File: src/rtl/sysid_pkg.sv
// Shared definitions for the system-ID checker and the ID slave generator.
package sysid_pkg;

  localparam int unsigned SYSID_DATA_W = 32;

  // Word addresses inside the system-ID control slave.
  localparam logic SYSID_ADDR_ID = 1'b0;
  localparam logic SYSID_ADDR_TS = 1'b1;

  // Build-time defaults, shared with the ID slave generator.
  localparam logic [SYSID_DATA_W-1:0] SYSID_DEFAULT_ID        = 32'd0;
  localparam logic [SYSID_DATA_W-1:0] SYSID_DEFAULT_TIMESTAMP = 32'd1739663930;

  typedef enum logic [2:0] {
    IDLE,
    ID_REQ,
    ID_WAIT,
    TS_REQ,
    TS_WAIT,
    DONE
  } sysid_state_e;

endpackage

File: src/rtl/sysid_rd_timer.sv
// Per-transaction read timer: loadable up-counter with terminal-count flag.
// Ports:
//   clock, reset_n : clock and asynchronous active-low reset
//   load           : clear the count to zero (wins over en)
//   en             : count one cycle
//   tc_c           : count has reached the last allowed cycle (combinational)
module sysid_rd_timer #(
  parameter int unsigned TIMEOUT_CYCLES = 1024
) (
  input  logic clock,
  input  logic reset_n,
  input  logic load,
  input  logic en,
  output logic tc_c
);

  localparam int unsigned CNT_W = $clog2(TIMEOUT_CYCLES) + 1;

  logic [CNT_W-1:0] count;

  // Count holds (cycles elapsed - 1), so tc_c is high during the last allowed cycle.
  always_ff @(posedge clock or negedge reset_n) begin
    if (!reset_n) begin
      count <= '0;
    end else if (load) begin
      count <= '0;
    end else if (en) begin
      count <= count + CNT_W'(1);
    end
  end

  assign tc_c = (count == CNT_W'(TIMEOUT_CYCLES - 1));

endmodule

File: src/rtl/sysid_check_master.sv
// Avalon-MM master that reads the system-ID slave (ID, then build timestamp)
// and compares both words with build-time values.
// Ports:
//   clock, reset_n          : clock and asynchronous active-low reset
//   start                   : pulse to (re)start a check from IDLE or DONE
//   avm_*                   : Avalon-MM read master (one outstanding read)
//   busy / done / pass      : check status, done and pass sticky until next start
//   id_mismatch/ts_mismatch : compare results; timeout: a read never returned
//   id_value / ts_value     : captured words
module sysid_check_master
  import sysid_pkg::*;
#(
  parameter logic [SYSID_DATA_W-1:0] EXPECTED_ID        = SYSID_DEFAULT_ID,
  parameter logic [SYSID_DATA_W-1:0] EXPECTED_TIMESTAMP = SYSID_DEFAULT_TIMESTAMP,
  parameter bit                      CHECK_TIMESTAMP    = 1'b1,
  parameter int unsigned             TIMEOUT_CYCLES     = 1024,
  parameter bit                      AUTO_START         = 1'b1
) (
  input  logic                    clock,
  input  logic                    reset_n,
  input  logic                    start,
  output logic                    avm_address,
  output logic                    avm_read,
  input  logic [SYSID_DATA_W-1:0] avm_readdata,
  input  logic                    avm_waitrequest,
  input  logic                    avm_readdatavalid,
  output logic                    busy,
  output logic                    done,
  output logic                    pass,
  output logic                    id_mismatch,
  output logic                    ts_mismatch,
  output logic                    timeout,
  output logic [SYSID_DATA_W-1:0] id_value,
  output logic [SYSID_DATA_W-1:0] ts_value
);

  sysid_state_e state, state_nxt;

  logic                    auto_taken, auto_taken_nxt;
  logic                    addr_nxt, read_nxt, busy_nxt, done_nxt, pass_nxt;
  logic                    id_mm_nxt, ts_mm_nxt, timeout_nxt;
  logic [SYSID_DATA_W-1:0] id_value_nxt, ts_value_nxt;
  logic                    is_req, rd_hit, rd_go, restart;
  logic                    timer_load, timer_en, tc_c;

  sysid_rd_timer #(
    .TIMEOUT_CYCLES(TIMEOUT_CYCLES)
  ) u_rd_timer (
    .clock   (clock),
    .reset_n (reset_n),
    .load    (timer_load),
    .en      (timer_en),
    .tc_c    (tc_c)
  );

  // State and registered outputs.
  always_ff @(posedge clock or negedge reset_n) begin
    if (!reset_n) begin
      state       <= IDLE;
      auto_taken  <= 1'b0;
      avm_address <= 1'b0;
      avm_read    <= 1'b0;
      busy        <= 1'b0;
      done        <= 1'b0;
      pass        <= 1'b0;
      id_mismatch <= 1'b0;
      ts_mismatch <= 1'b0;
      timeout     <= 1'b0;
      id_value    <= '0;
      ts_value    <= '0;
    end else begin
      state       <= state_nxt;
      auto_taken  <= auto_taken_nxt;
      avm_address <= addr_nxt;
      avm_read    <= read_nxt;
      busy        <= busy_nxt;
      done        <= done_nxt;
      pass        <= pass_nxt;
      id_mismatch <= id_mm_nxt;
      ts_mismatch <= ts_mm_nxt;
      timeout     <= timeout_nxt;
      id_value    <= id_value_nxt;
      ts_value    <= ts_value_nxt;
    end
  end

  // Next state, captures and output decode.
  always_comb begin
    state_nxt      = state;
    auto_taken_nxt = auto_taken;
    id_value_nxt   = id_value;
    ts_value_nxt   = ts_value;
    id_mm_nxt      = id_mismatch;
    ts_mm_nxt      = ts_mismatch;
    timeout_nxt    = timeout;
    restart        = 1'b0;

    is_req = (state == ID_REQ) || (state == TS_REQ);
    rd_go  = is_req && !avm_waitrequest;
    // Data counts in a WAIT state, or in the REQ cycle the command is accepted.
    rd_hit = avm_readdatavalid && (!is_req || !avm_waitrequest);

    unique case (state)
      IDLE: restart = start || (AUTO_START && !auto_taken);
      ID_REQ, ID_WAIT: begin
        if (rd_hit) begin
          id_value_nxt = avm_readdata;
          id_mm_nxt    = (avm_readdata != EXPECTED_ID);
          state_nxt    = TS_REQ;
        end else if (tc_c) begin
          timeout_nxt = 1'b1;
          state_nxt   = DONE;
        end else if (rd_go) begin
          state_nxt = ID_WAIT;
        end
      end
      TS_REQ, TS_WAIT: begin
        if (rd_hit) begin
          ts_value_nxt = avm_readdata;
          ts_mm_nxt    = CHECK_TIMESTAMP && (avm_readdata != EXPECTED_TIMESTAMP);
          state_nxt    = DONE;
        end else if (tc_c) begin
          timeout_nxt = 1'b1;
          state_nxt   = DONE;
        end else if (rd_go) begin
          state_nxt = TS_WAIT;
        end
      end
      DONE:    restart = start;
      default: state_nxt = IDLE;
    endcase

    if (restart) begin
      state_nxt      = ID_REQ;
      auto_taken_nxt = 1'b1;
      id_value_nxt   = '0;
      ts_value_nxt   = '0;
      id_mm_nxt      = 1'b0;
      ts_mm_nxt      = 1'b0;
      timeout_nxt    = 1'b0;
    end

    // Timer restarts on every entry into a REQ state.
    timer_load = ((state_nxt == ID_REQ) || (state_nxt == TS_REQ)) && (state_nxt != state);
    timer_en   = busy;

    busy_nxt = (state_nxt == ID_REQ) || (state_nxt == ID_WAIT) ||
               (state_nxt == TS_REQ) || (state_nxt == TS_WAIT);
    done_nxt = (state_nxt == DONE);
    read_nxt = (state_nxt == ID_REQ) || (state_nxt == TS_REQ);
    addr_nxt = ((state_nxt == TS_REQ) || (state_nxt == TS_WAIT)) ? SYSID_ADDR_TS : SYSID_ADDR_ID;
    // Flags are frozen while in DONE, so this equals the value at DONE entry.
    pass_nxt = done_nxt && !id_mm_nxt && !ts_mm_nxt && !timeout_nxt;
  end

endmodule

File: config.mk
export PLATFORM = sky130hd
export DESIGN_NAME = sysid_check_master
export DESIGN_NICKNAME = d
export VERILOG_FILES = /design/src/rtl/sysid_pkg.sv /design/src/rtl/sysid_rd_timer.sv /design/src/rtl/sysid_check_master.sv
export SDC_FILE = /design/constraint.sdc
export NUM_CORES = 1
export LEC_CHECK = 0
export CORE_MARGIN = 2
export CORE_UTILIZATION = 51
export DETAILED_ROUTE_END_ITERATION = 10
export GPL_ROUTABILITY_DRIVEN = 0
export GPL_TIMING_DRIVEN = 0
export HOLD_SLACK_MARGIN = 0.15
export PLACE_DENSITY = 0.85
export RECOVER_POWER = 25
export SLEW_MARGIN = 20
export SYNTH_ARGS = -nofsm -noshare
export SYNTH_HDL_FRONTEND = slang
export SYNTH_SLANG_ARGS = --single-unit
File: constraint.sdc
create_clock -name clock -period 3.5 [get_ports clock]
set_clock_uncertainty 0.15 [all_clocks]
set_input_delay 0.35 -clock clock [delete_from_list [all_inputs] [get_ports clock]]
set_output_delay 0.35 -clock clock [all_outputs]
set_load 0.02 [all_outputs]
==> results of run 1 <==
## metrics by stage
step / total power, W / setup WS [ns] / setup TNS [ns]
2_1_floorplan: 0.00308 / 1.38 / 0
3_3_place_gp: 0.00405 / -1.10 / -94.86
3_5_place_dp: 0.00413 / 0.809 / 0
4_1_cts: 0.00488 / 1.04 / 0
5_1_grt: 0.00513 / 0.876 / 0
6_report: 0.00486 / 0.989 / 0
## power by group through the flow
stage | clock network, W | registers (W) | logic (W)
finish | 0.000728 | 0.00161 | 0.00252
global route | 0.000778 | 0.00165 | 0.00270
CTS | 0.000732 | 0.00161 | 0.00254
detailed placement | 0 | 0.00161 | 0.00251
global placement | 0 | 0.00161 | 0.00244
floorplan | 0 | 0.00198 | 0.00110
## cell usage in the layout, fill, tap and decap left out, drive strengths merged, types with 3 or more instances in the layout
master,instances
nor2,40
xor2,5
nand2,6
a21oi,14
nand4,10
inv,5
a22o,34
xnor2,6
nand2b,5
nor4,9
mux2i,33
clkbuf,20
and2,3
o21ai,3
a211oi,4
dfrtp,87
nor3,4
clkdlybuf4s50,107
buf,10
## layer usage
metal	track usage, %	share of wire [%]	vias up
li1	-	-	1387
met1	32.6	41	1516
met2	40.3	48	125
met3	8.72	7.3	24
met4	10.5	3.3	0
met5	0	0	-
## logic make-up after synthesis
logic type | count (synthesis)
buf+inv | 22
flops | 87
compound gates | 63
simple gates | 95
xor+xnor | 11
fa+ha+maj | 1
mux | 34
## sequential cells by signal, indices dropped and copies added (netlist names), 3 cells and up
| register | flops |
|---|---|
| state | 3 |
| ts_value | 32 |
| u_rd_timer.count | 11 |
| id_value | 32 |
## layout make-up
class | count | share of cell area, %
flip-flops and latches | 87 | 41.8
multi-input cells | 204 | 28.4
repair buffers | 110 | 21.3
clock buffers | 10 | 2.64
well taps | 99 | 2.38
plain buffers | 18 | 1.92
clock inverters | 6 | 1.30
inverters | 4 | 0.288
## final timing paths
kind,from,endpoint,slack [ns],depth (start not counted)
min in group asynchronous,reset_n,ts_value[8],0.84,2
max in group asynchronous,reset_n,auto_taken,1.35,3
max,state[1],id_value[26],0.99,5
min,auto_taken,auto_taken,0.35,1
min reg2reg,auto_taken,auto_taken,0.35,1
max reg2reg,state[1],id_value[26],0.99,5
==> impl_results.md, run 1 <==
* Sw frac at 40.7%
* Violated checks: max-capacitance violations, max-slew violations
* Combinational share of power at 51.9%
* Worst Path Arrival at 2.65 ns
* CTS buffer count at 9
* Clock Path Buffers at 2
* Slew HR at -16.3%
* CTS sink cnt at 87
* Crit Path Category: register to register
* Internal power at 0.00288 W
* Sequential power share at 33.2%
* Cell Area, Synth at 0.00377 mm^2
* CTS clk-pin slew, worst paths at 0.09 ns
* Final Hold Vio Count at 0
* ANT cells at 0
* Die area at 0.00810 mm^2
* GRT Util Overall at 25.6%
* Number of global-route vias before repair at 3164
* Initial antenna violation count at 0
* Post-route insts no fill at 538
* Total number of H-tree levels at 3
* Fillers at 545
* Min-Delay Path Class: register to register
* Sequential area share after synthesis at 57.7%
* Max cap viols at 1
* Fin util at 72.3%
* Yosys warns at 0
* Simple-Gate Fraction of Synth Area at 13.6%
* Hold_buf cts at 1
* Synth top area share at 57.7%
* Worst Path Buf+Inv at 2
* Netlist cell types at 46
* First-pass GRT wire length at 16.4 mm
* DR vias/cell at 5.67
* P&R area growth vs syn at 38.2%
* Initial core utilization at 52.3%
* Core footprint at 0.00721 mm^2
* Adder-Cell Fraction of Synth Area at 0.332%
* XOR/XNOR Fraction of Synth Area at 2.55%
* Global route overflow at 0
* Compound-Gate Fraction of Synth Area at 13.7%
* Setup bufs post-CTS at 0
* Crit-path max FO at 10
* Post-Layout Inst Area at 0.00521 mm^2
* Top cells by area, synth: dfrtp_1, mux2i_1, a22o_1
* # IOs at 109
* Cell taking the most area after synthesis: dfrtp_1
* Async S/R FF share, synth at 100%
* Max incr delay on CP at 0.48 ns
* CTS resizes at 0
* Worst vdd ir at 0.523 mV
* Pwr Density at 933 mW/mm^2
* Status: complete, but fails checks
* Per-cell routed wire length at 18.6 um
* DRC at 0
* DP Area at 0.00500 mm^2
* Row cnt at 31
* Total number of vias at 3052
* Number of DRC markers in iteration 0 at 137
* Fmax at 398 MHz
* Avg Inst Size Synth at 12.0 um^2
* Die Ht at 90.0 um
* Layout cells sized above 1 at 8.43%
* Final Max Tran Viols at 30
* Count leader, synth: dfrtp_1
* Crit-path slowest cell: or3b_2
* Slew @ Worst Pin at 1.74 ns
* DP Cell Count at 521
* Mapped Nets at 351
* Worst-path cell chain: buf_2, or3b_2, a21oi_1, clkbuf_1, a22o_1
* Die X at 90.0 um
* Final HPWL DP at 7.05 mm
* Final wirelength at 10.0 mm
* Mux contribution to synthesized area at 9.06%
* CTS tree: built
* Synth Register Bits at 87
* Pre-Repair DR Iteration Count at 4
* Pin count of the biggest net entering global routing at 59
* Clk_lat worst skew at 0.35 ns
* Tcrit/Tclk final at 71.7%
* Psw at 0.00198 W
* CP delay by family, top: compound AO/OA/AOI/OAI gates
* Hold Slack at 0.353 ns
* WP data required at 3.64 ns
* Post-synth EDFFs at 0
* Root Buffer Master: clkbuf_8
* Clock group share of total power at 15.0%
* Largest family of logic cells by synthesized area: compound AO/OA/AOI/OAI gates
* Min Tclk post-route at 2.51 ns
* Startpoint types: register
* Total Nets Final at 472
* Crit. End Element: register
* Synth top cells by count: dfrtp_1, nor2_1, a22o_1
* Syn Inst Count at 313
* Final ANT Viol Nets at 0
* Sequential cell area at 0.00218 mm^2
* Synth Flop Type: dfrtp_1
* Port bufs at 108
* P_leak at 2.45 nW
* RSZ-0062 raised after global routing: false
* Endpoints failing setup at 0
* Multi-input logic area at 0.00148 mm^2
Note: power is estimated with default switching activity, not from simulation.
==> inputs of run 2 (changes only) <==
--- a/config.mk
+++ b/config.mk
@@ -6,12 +6,12 @@
 export NUM_CORES = 1
 export LEC_CHECK = 0
 export CORE_MARGIN = 2
-export CORE_UTILIZATION = 51
+export CORE_UTILIZATION = 47
 export DETAILED_ROUTE_END_ITERATION = 10
 export GPL_ROUTABILITY_DRIVEN = 0
 export GPL_TIMING_DRIVEN = 0
 export HOLD_SLACK_MARGIN = 0.15
-export PLACE_DENSITY = 0.85
+export PLACE_DENSITY = 0.79
 export RECOVER_POWER = 25
 export SLEW_MARGIN = 20
 export SYNTH_ARGS = -nofsm -noshare
==> constraint.sdc (replaced) <==
create_clock -name clock -period 2.6 [get_ports clock]
set_clock_uncertainty 0.15 [all_clocks]
set_input_delay 0.26 -clock clock [delete_from_list [all_inputs] [get_ports clock]]
set_output_delay 0.26 -clock clock [all_outputs]
set_load 0.02 [all_outputs]
==> run 2 against run 1 <==
Effect of this change:
- the flow still finishes with violations (max-capacitance violations, max-slew violations)
- worst hold slack got worse by 0.028 ns
- routed wire length is 4.7% lower
- die area increased by 8.1%
- register-to-register slack worse by 0.82 ns
- cell count grew 0.56%
- non-clock buffer count is the same
- clock power increased by 32%
- critical endpoint is now ts_value[3]
- largest cell class unchanged
- largest power group unchanged
==> impl_results.md, run 2 (synthesis gave the netlist of run 1 again) <==
* P&R area growth vs syn at 38.3% (was 38.2%)
* Pre-Repair DR Iteration Count at 4 (unchanged)
* Global route overflow at 0 (unchanged)
* Fmax at 411 MHz (was 398 MHz)
* Root Buffer Master: clkbuf_8 (unchanged)
* Row cnt at 32 (was 31)
* Crit. End Element: register (unchanged)
* FF-to-FF Start: state[2] (was state[1])
* Total Nets Final at 472 (unchanged)
* DP Area at 0.00500 mm^2 (about the same)
* Slew HR at -18.2% (was -16.3%)
* Pin count of the biggest net entering global routing at 58 (was 59)
* Post-route insts no fill at 541 (was 538)
* Setup TNS at 0 ns (unchanged)
* Most frequent cells in the layout: clkdlybuf4s50_1, dfrtp_1, nor2_1 (unchanged)
* Core footprint at 0.00777 mm^2 (was 0.00721 mm^2)
* GRT Util Overall at 23.3% (was 25.6%)
* Endpoints failing setup at 0 (unchanged)
* R2R Setup Slk at 0.17 ns (was 0.99 ns)
* ANT cells at 0 (unchanged)
* Post-Layout Inst Area at 0.00522 mm^2 (was 0.00521 mm^2)
* Critical Path Start: state[2] (was state[1])
* Final Max Tran Viols at 31 (was 30)
* Final HPWL DP at 6.91 mm (was 7.05 mm)
* Port bufs at 108 (unchanged)
* CTS buffer count at 9 (unchanged)
* First-pass GRT wire length at 15.6 mm (was 16.4 mm)
* CTS clk-pin slew, worst paths at 0.09 ns (about the same)
* Worst hold path endpoint: auto_taken (unchanged)
* Crit Path Category: register to register (unchanged)
* Initial core utilization at 48.6% (was 52.3%)
* RSZ-0062 raised after global routing: false (unchanged)
* Final Hold Vio Count at 0 (unchanged)
* Initial antenna violation count at 0 (unchanged)
* Clock Path Buffers at 2 (unchanged)
* Crit-path max FO at 10 (unchanged)
* Number of DRC markers in iteration 0 at 117 (was 137)
* Max cap viols at 1 (unchanged)
* DR vias/cell at 5.45 (was 5.67)
* Commonest non-fill, non-tap cell in the layout: clkdlybuf4s50_1 (unchanged)
* Tcrit/Tclk final at 93.5% (was 71.7%)
* Status: complete, but fails checks (unchanged)
* DP Worst Slack at -0.0314 ns (was 0.809 ns)
* Final ANT Viol Nets at 0 (unchanged)
* Min Tclk post-route at 2.43 ns (was 2.51 ns)
* Total number of H-tree levels at 3 (unchanged)
* Pwr Density at 1250 mW/mm^2 (was 933 mW/mm^2)
* Hold depth at 1 (unchanged)
* Worst vdd ir at 0.671 mV (was 0.523 mV)
* Min-Delay Path Class: register to register (unchanged)
* Die Ht at 93.6 um (was 90.0 um)
* Worst Hold Launch: auto_taken (unchanged)
* Violated checks: max-capacitance violations, max-slew violations (unchanged)
* Slew @ Worst Pin at 1.77 ns (was 1.74 ns)
* Total number of vias at 2947 (was 3052)
* WP data required at 2.68 ns (was 3.64 ns)
* DP Cell Count at 524 (was 521)
* Number of global-route vias before repair at 3013 (was 3164)
* Per-cell routed wire length at 17.7 um (was 18.6 um)
* Die X at 93.6 um (was 90.0 um)
* Top Registers: id_value x32, ts_value x32, u_rd_timer.count x11 (unchanged)
* Die area at 0.00876 mm^2 (was 0.00810 mm^2)
* CTS sink cnt at 87 (unchanged)
* CTS tree: built (unchanged)
* DRC at 0 (unchanged)
* Crit Reg-Reg Endpoint: ts_value[3] (was id_value[26])
* P_leak at 2.45 nW (about the same)
* Layout cells sized above 1 at 8.66% (was 8.43%)
* Worst setup margin at 0.169 ns (was 0.989 ns)
* Final wirelength at 9.55 mm (was 10.0 mm)
* Worst Path Arrival at 2.51 ns (was 2.65 ns)
* Startpoint types: register (unchanged)
* Hold Slack at 0.325 ns (was 0.353 ns)
* # IOs at 109 (unchanged)
* Reg2reg path depth at 6 (was 5)
* Clk_lat worst skew at 0.35 ns (about the same)
## run 2: critical path, stage by stage, from the launching register on
cell and delay (ns):
dfrtp_1 0.42, clkbuf_1 0.32, nor4bb_1 0.11, o21ai_1 0.54, buf_2 0.42, mux2i_1 0.29
nor2_1 0.07
## run 2: area by class of cell
type,count,area (um^2)
Inverter,4,15.0
Clock buffer,9,124
Buffer,18,101
Multi-Input combinational cell,204,1480
Clock inverter,7,78.8
Timing Repair Buffer,110,1110
Fill cell,609,2550
Tap cell,102,128
Sequential cell,87,2180
## run 2: power breakdown
part | internal [W] | switching (W) | total (W)
registers | 0.00185 | 0.000311 | 0.00216
clock network | 0.000454 | 0.000505 | 0.000959
logic | 0.00156 | 0.00182 | 0.00338
## run 2: timing repair
item / CTS / global route
hold buffers: 1 / 0
endpoints found under the setup margin: 0 / 6
gates resized for setup: 0 / 2
buffers inserted: 0 / 0
endpoints found under the hold margin: 87 / 0
## run 2: worst max-delay path by stage
stage	cells past startpoint	slack, ns	end
5_1_grt	6	0.02	ts_value[3]
2_1_floorplan	7	0.48	id_value[10]
3_3_place_gp	1	-1.98	ts_value[18]
4_1_cts	5	0.12	id_value[10]
6_report	6	0.17	ts_value[3]
3_5_place_dp	5	-0.03	id_value[10]
## run 2: per-stage QoR
stage	total power [W]	utilization, %
2_1_floorplan	0.00415	-
3_3_place_gp	0.00546	64.1
3_5_place_dp	0.00556	64.4
4_1_cts	0.00654	67.2
5_1_grt	0.00690	67.1
6_report	0.00650	67.1
## run 2: routing by layer
metal  GRT usage (%)  wire [um]  up-vias
li1                -          -     1386
met1            29.2       4020     1456
met2            37.1       4620       91
met3            8.94        717       14
met4            8.21        193        0
met5               0          0        -
